==> src/rtl/mu0_pkg.sv <==
// MU0 shared definitions: opcodes, ALU function codes,
// operand selects, FSM states and the control bundle.
package mu0_pkg;

    localparam logic [3:0] OP_LDA = 4'h0;
    localparam logic [3:0] OP_STA = 4'h1;
    localparam logic [3:0] OP_ADD = 4'h2;
    localparam logic [3:0] OP_SUB = 4'h3;
    localparam logic [3:0] OP_JMP = 4'h4;
    localparam logic [3:0] OP_JGE = 4'h5;
    localparam logic [3:0] OP_JNE = 4'h6;
    localparam logic [3:0] OP_STP = 4'h7;

    localparam logic [1:0] FS_PASSY = 2'b00;
    localparam logic [1:0] FS_ADD   = 2'b01;
    localparam logic [1:0] FS_SUB   = 2'b10;
    localparam logic [1:0] FS_INC   = 2'b11;

    localparam logic SEL_ACC = 1'b0;
    localparam logic SEL_PC  = 1'b1;
    localparam logic SEL_MEM = 1'b0;
    localparam logic SEL_IR  = 1'b1;

    typedef enum logic [1:0] {
        S_FETCH   = 2'd0,
        S_EXECUTE = 2'd1,
        S_HALT    = 2'd2
    } state_t;

    typedef struct packed {
        logic       ir_en;
        logic       pc_en;
        logic       acc_en;
        logic       x_sel;
        logic       y_sel;
        logic       addr_sel;
        logic [1:0] alu_fs;
        logic       rd;
        logic       wr;
    } ctrl_t;

    localparam ctrl_t CTRL_IDLE = '0;

endpackage

==> src/rtl/mu0_decode.sv <==
// MU0 execute-phase decoder: opcode and flags to the
// EXECUTE control vector plus a halt request.
module mu0_decode
    import mu0_pkg::*;
#(
    parameter int HALT_ON_ILLEGAL = 0
) (
    input  logic [3:0] opcode,
    input  logic       n,
    input  logic       z,
    output ctrl_t      ctrl,
    output logic       halt_req
);

    always_comb begin
        ctrl          = CTRL_IDLE;
        ctrl.addr_sel = SEL_IR;
        halt_req      = 1'b0;
        unique case (1'b1)
            (opcode == OP_LDA): begin
                ctrl.rd     = 1'b1;
                ctrl.y_sel  = SEL_MEM;
                ctrl.alu_fs = FS_PASSY;
                ctrl.acc_en = 1'b1;
            end
            (opcode == OP_STA): begin
                ctrl.wr    = 1'b1;
                ctrl.x_sel = SEL_ACC;
            end
            (opcode == OP_ADD),
            (opcode == OP_SUB): begin
                ctrl.rd     = 1'b1;
                ctrl.x_sel  = SEL_ACC;
                ctrl.y_sel  = SEL_MEM;
                ctrl.alu_fs = (opcode == OP_ADD) ? FS_ADD : FS_SUB;
                ctrl.acc_en = 1'b1;
            end
            (opcode == OP_JMP),
            (opcode == OP_JGE),
            (opcode == OP_JNE): begin
                ctrl.addr_sel = 1'b0;
                ctrl.y_sel    = SEL_IR;
                ctrl.alu_fs   = FS_PASSY;
                ctrl.pc_en    = (opcode == OP_JMP) ? 1'b1 :
                                (opcode == OP_JGE) ? ~n : ~z;
            end
            (opcode == OP_STP): begin
                halt_req = 1'b1;
            end
            default: begin
                // opcodes 8-F: no-op, optionally a halt
                halt_req = (HALT_ON_ILLEGAL != 0);
            end
        endcase
    end

endmodule

==> src/rtl/mu0_control.sv <==
// MU0 control unit: fetch/execute/halt FSM, retired
// instruction counter and register enable generation.
module mu0_control
    import mu0_pkg::*;
#(
    parameter int COUNT_WIDTH     = 16,
    parameter int HALT_ON_ILLEGAL = 0
) (
    input  logic                   Clk,
    input  logic                   Reset,
    input  logic [3:0]             Opcode,
    input  logic                   N,
    input  logic                   Z,
    output logic                   IR_En,
    output logic                   PC_En,
    output logic                   Acc_En,
    output logic                   X_sel,
    output logic                   Y_sel,
    output logic                   Addr_sel,
    output logic [1:0]             ALU_fs,
    output logic                   Rd,
    output logic                   Wr,
    output logic                   Fetch,
    output logic                   Halted,
    output logic [COUNT_WIDTH-1:0] Instr_Count
);

    state_t state, next;
    ctrl_t  dec_ctrl, ctrl, fetch_ctrl;
    logic   halt_req;
    logic [COUNT_WIDTH-1:0] count;

    mu0_decode #(
        .HALT_ON_ILLEGAL(HALT_ON_ILLEGAL)
    ) u_decode (
        .opcode  (Opcode),
        .n       (N),
        .z       (Z),
        .ctrl    (dec_ctrl),
        .halt_req(halt_req)
    );

    always_ff @(posedge Clk or posedge Reset) begin
        if (Reset) begin
            state <= S_FETCH;
            count <= '0;
        end else begin
            state <= next;
            if (state == S_EXECUTE)
                count <= count + 1'b1;
        end
    end

    always_comb begin
        next = S_FETCH;
        unique case (state)
            S_FETCH:   next = S_EXECUTE;
            S_EXECUTE: next = halt_req ? S_HALT : S_FETCH;
            S_HALT:    next = S_HALT;
            default:   next = S_FETCH;
        endcase
    end

    always_comb begin
        fetch_ctrl          = CTRL_IDLE;
        fetch_ctrl.addr_sel = 1'b0;
        fetch_ctrl.rd       = 1'b1;
        fetch_ctrl.ir_en    = 1'b1;
        fetch_ctrl.x_sel    = SEL_PC;
        fetch_ctrl.alu_fs   = FS_INC;
        fetch_ctrl.pc_en    = 1'b1;
    end

    always_comb begin
        ctrl = CTRL_IDLE;
        unique case (state)
            S_FETCH:   ctrl = fetch_ctrl;
            S_EXECUTE: ctrl = dec_ctrl;
            default:   ctrl = CTRL_IDLE;
        endcase
        // reset kills strobes at once, even mid-instruction
        if (Reset)
            ctrl = CTRL_IDLE;
    end

    assign IR_En       = ctrl.ir_en;
    assign PC_En       = ctrl.pc_en;
    assign Acc_En      = ctrl.acc_en;
    assign X_sel       = ctrl.x_sel;
    assign Y_sel       = ctrl.y_sel;
    assign Addr_sel    = ctrl.addr_sel;
    assign ALU_fs      = ctrl.alu_fs;
    assign Rd          = ctrl.rd;
    assign Wr          = ctrl.wr;
    assign Fetch       = (state == S_FETCH);
    assign Halted      = (state == S_HALT);
    assign Instr_Count = count;

endmodule
==> config.mk <==
export PLATFORM = sky130hd
export DESIGN_NAME = mu0_control
export DESIGN_NICKNAME = d
export VERILOG_FILES = /design/src/rtl/mu0_pkg.sv /design/src/rtl/mu0_decode.sv /design/src/rtl/mu0_control.sv
export SDC_FILE = /design/constraint.sdc
export NUM_CORES = 1
export LEC_CHECK = 0
export CORE_UTILIZATION = 45
export CTS_CLUSTER_SIZE = 14
export DETAILED_ROUTE_END_ITERATION = 8
export PLACE_DENSITY_LB_ADDON = 0.2
export SYNTH_ARGS = -nofsm -noshare
export SYNTH_HDL_FRONTEND = slang
export SYNTH_SLANG_ARGS = --single-unit
export TNS_END_PERCENT = 30
==> constraint.sdc <==
create_clock -name Clk -period 2.5 [get_ports Clk]
set_clock_uncertainty 0.2 [all_clocks]
set_input_delay 0.5 -clock Clk [delete_from_list [all_inputs] [get_ports Clk]]
set_output_delay 0.5 -clock Clk [all_outputs]
set_load 0.05 [all_outputs]
# After elaboration in Yosys (flattened, before gate mapping)
# Index checks and enable logic that the tools add are counted.
totals:
  regBits: 18
  latchBits: 0
  ram_bits: 0
  romBits: 0
  in_bits: 8
  output_inout_bits: 28
  n_memories: 0
classes:
  add_sub_neg: 1
  multipliers: 0
  n_div: 0
  n_lt_le_gt_ge: 0
  eq_ne: 9
  n_shift: 0
  mux: 14
  bitwise_logic: 2
  n_reduce_logical: 5
ops:
  columns: ["op", "count"]
  rows:
  - ["$pmux W10 S2", 1]
  - ["$add A16 B1 Y16 const B", 1]
  - ["$eq A4 B3 Y1 const B", 4]
  - ["$mux W10", 1]
  - ["$eq A4 B2 Y1 const B", 2]
  - ["$mux W1", 8]
  - ["$mux W2", 3]
  - ["$pmux W2 S3", 1]
  - ["$reduce_or A3 Y1", 2]
  - ["$eq A4 B1 Y1 const B", 1]
  - ["$logic_not A4 Y1", 1]
  - ["$eq A2 B1 Y1 const B", 1]
  - ["$eq A2 B2 Y1 const B", 1]
  - ["$logic_not A2 Y1", 1]
  - ["$not A1 Y1", 2]
  - ["$reduce_or A2 Y1", 1]

# Logic depth before layout (Yosys ltp)
logic_depth:
  ltp_word: 6
  depth_mapped: 5
  ltp_nobuf: 5

# Hierarchy
# A second synthesis with hierarchy kept.
unflattened:
  hier_cells: 99
  hier_area_um2: 972.2
by_module_without_submodules:
  columns: ["module", "instances", "cells_per_inst", "area_per_inst_um2"]
  rows:
  - ["mu0_control", 1, 82, 864.6]
  - ["mu0_decode", 1, 17, 107.6]

# Worst setup path after synthesis
# OpenSTA, ideal clock, no wires.
synth_timing:
  kind: "input-to-output"
  startpoint: "input Reset"
  endpoint: "output X_sel"
  arrival_time_ns: 1.827
  required_time_ns: 1.800
  path_slack_ns: -0.027
  stages: 3
  cell_sequence: "or2_2 nor2_1 buf_4"
synth_between:
  elab_chain_cells: 1
synth_lines:
  columns: ["item", "line", "text"]
  rows:
  - ["start, declared", "mu0_control.sv:10", "input logic Reset,"]
  - ["$mux W10", "mu0_control.sv:82", "if (Reset)"]
  - ["end, declared", "mu0_control.sv:17", "output logic X_sel,"]
# Every way passes these cells.

# Final worst setup path
# Same ends and word-level chain as after synthesis.

==> reports/metrics.yaml <==
status: "finished clean"
syn_avg_cell_area_sq_um: 10.2
core_area_sq_mm: 0.00182
drt_first_pass_iters: 3
clkPwrFrac_pct: 11.8
worstReg2RegEnd: "Instr_Count[10]$_DFFE_PP0P_"
vdd_ir_drop_max_uv: 1070
path_class: "input port to primary output"
finish.instance_area_sq_mm: 0.00145
total_power_mw: 1.49
drive_gt1_share_pct: 20.8
dp_cells: 151
hold_depth: 1
seqPwrFrac_pct: 30.7
p_comb_share_pct: 57.5
dpl_cell_area_sq_mm: 0.00141
rr_startpoint: "state[0]$_DFF_PP0_"
synth_top_cell_by_area: "dfrtp_1"
r2r.worst_path.cells: 4
start_kind: "input port"
synth_seq_area_share_pct: 49.0
pin_count: 36
gp_congestion: 0.776
p_sw_mw: 0.713
rrSetupSlack_ns: 0.70
antenna_found_initial: 0
vias_per_cell: 5.12
hold_class: "flip-flop to flip-flop"
rsz0062_at_grt: "no"
start_util_pct: 50.5
synth_cells: 90
drc: 0
die_area_sq_mm: 0.00223
arrival_ns: 1.76
dp_hpwl_mm: 1.73
gr-total-overflow: 0
cp-end-kind: "primary output"
finalSetupTns_ns: 0
post-route-period-util_pct: 98.4
cp-startpoint: "Reset"
final_nets: 140
cts_hold_buf: 0
synth_edf_count: 0
root_buffer: "clkbuf_4"
synth_top_area_share_pct: 49.0
diodes: 0
max_freq_mhz: 407
p_leak_nw: 0.639
synthTopCellsByArea: "dfrtp_1, xnor2_1, xor2_1, nand2_1, nand3_1"
wl_per_cell_um: 14.6
p_per_area_mw_per_mm2: 1020
hold_ws_ns: 0.275
insertion_delay_ns: 0.29
ys_types: 24
yosys_warnings: 0
die-height_um: 47.2
drtIter0Drc: 9
syn_area_sq_um: 920
critPathMaxFanout: 5
grt_pass1_wl_mm: 3.32
p_sw_share_pct: 48.0
ys_ff_latch: 18
routed-via-count: 793
critPathRequiredTime_ns: 1.80
area_growth_pct: 57.8
cts_buffers: 3
pre_cts_ws_ns: 0.0349
ys.flop_type: "dfrtp_1"
cp-endpoint: "X_sel"
cp_slowest_cell: "clkdlybuf4s50_1"
cts_tree: "built"
final-instance-count-excl-fill: 155
syn-num-nets: 99
finalSetupViolCount: 0
rows: 15
drv_cap: 0
crit_chain: "clkdlybuf4s50_1 -> or2_2 -> nor2_2 -> buf_12"
cp_slowest_stage_delay_ns: 0.47
grt_max_degree: 11
finalHoldViolCount: 0
ant_nets: 0
clkTransAtPathRegs_ns: 0.10
slew_violations: 0
die_w_um: 47.2
p_int_mw: 0.772
h-tree-depth: 1
gr-usage-all-layers_pct: 21.8
cts_max_path_buffers: 2
final_util_pct: 79.7
setup_ws_ns: 0.0401
slew_headroom_pct: 63.1
ys_async_sr_fraction_pct: 100
port_buffers: 35
worst_pin_slew_ns: 0.551
fin_crit_ns: 2.46
grt_pass1_vias: 731
wl_mm: 2.26
clkSinkCount: 18
==> routing by layer <==
layer	wire, um	track usage (%)
met2	1130	35.8
met1	1000	28.0
met5	0	0
met3	91	5.38
met4	35	7.43
==> logic make-up (layout without fill, tap and decap cells) <==
| logic type | count (synthesis) | after routing | synth area share (%) |
|---|---|---|---|
| flops | 18 | 18 | 49.0 |
| xor+xnor | 15 | 15 | 14.3 |
| fa+ha+maj | 1 | 1 | 1.36 |
| buf+inv | 3 | 43 | 2.04 |
| simple gates | 46 | 46 | 29.0 |
| compound gates | 7 | 7 | 4.35 |
==> cells in the mapped netlist (all sizes together) (2+ instances only) <==
| cell type | count |
|---|---|
| a21oi | 5 |
| and3 | 3 |
| buf | 2 |
| dfrtp | 18 |
| nand2 | 11 |
| nand2b | 2 |
| nand3 | 7 |
| nand4 | 3 |
| nor2 | 8 |
| nor2b | 5 |
| nor3 | 2 |
| xnor2 | 10 |
| xor2 | 5 |
==> how the worst min path moves through the flow <==
stage / from / end
floorplan: Reset / Instr_Count[0]$_DFFE_PP0P_
global placement: Instr_Count[15]$_DFFE_PP0P_ / Instr_Count[15]$_DFFE_PP0P_
detailed placement: Instr_Count[15]$_DFFE_PP0P_ / Instr_Count[15]$_DFFE_PP0P_
CTS: Instr_Count[15]$_DFFE_PP0P_ / Instr_Count[15]$_DFFE_PP0P_
global route: Instr_Count[15]$_DFFE_PP0P_ / Instr_Count[15]$_DFFE_PP0P_
finish: Instr_Count[15]$_DFFE_PP0P_ / Instr_Count[15]$_DFFE_PP0P_
==> power groups by stage <==
stage          clock [mW]  sequential, mW  combinational [mW]
6_report            0.175           0.456               0.854
2_1_floorplan           0           0.588               0.365
3_3_place_gp            0           0.454               0.822
3_5_place_dp            0           0.459               0.849
5_1_grt             0.189           0.467               0.885
4_1_cts             0.183           0.454               0.853
==> worst max-delay path, delay by kind of cell <==
family	cells	cell delay (ns)
buffers and inverters	2	0.65
AND/OR/NAND/NOR	2	0.61
==> cells in the final DEF, fill, tap and decap left out, drive strengths merged <==
cell            n
nor2            8
nor2b           5
nand2          11
dfrtp          18
xor2            5
and3            3
nor3            2
a21oi           5
nand4           3
a41o            1
clkdlybuf4s50  23
ha              1
o21ai           1
nand2b          2
nor3b           1
buf            15
clkbuf          4
and4            1
nand3b          1
inv             1
nand3           7
xnor2          10
and4b           1
or2             1
==> what timing repair did <==
action / CTS / global route
setup buffers: 0 / 0
setup endpoints to repair: 0 / 2
resized for setup: 0 / 3
==> sequential cells by signal, summed over array words and instances, names as in the netlist <==
register,flops
Instr_Count,16
state,2
==> layout make-up <==
cell class	instances	area (sq um)
Fill cell	128	369
Timing Repair Buffer	38	468
Inverter	1	3.75
Multi-Input combinational cell	69	462
Tap cell	25	31.3
Sequential cell	18	450
Clock buffer	4	36.3
(Power assumes the default switching activity.)
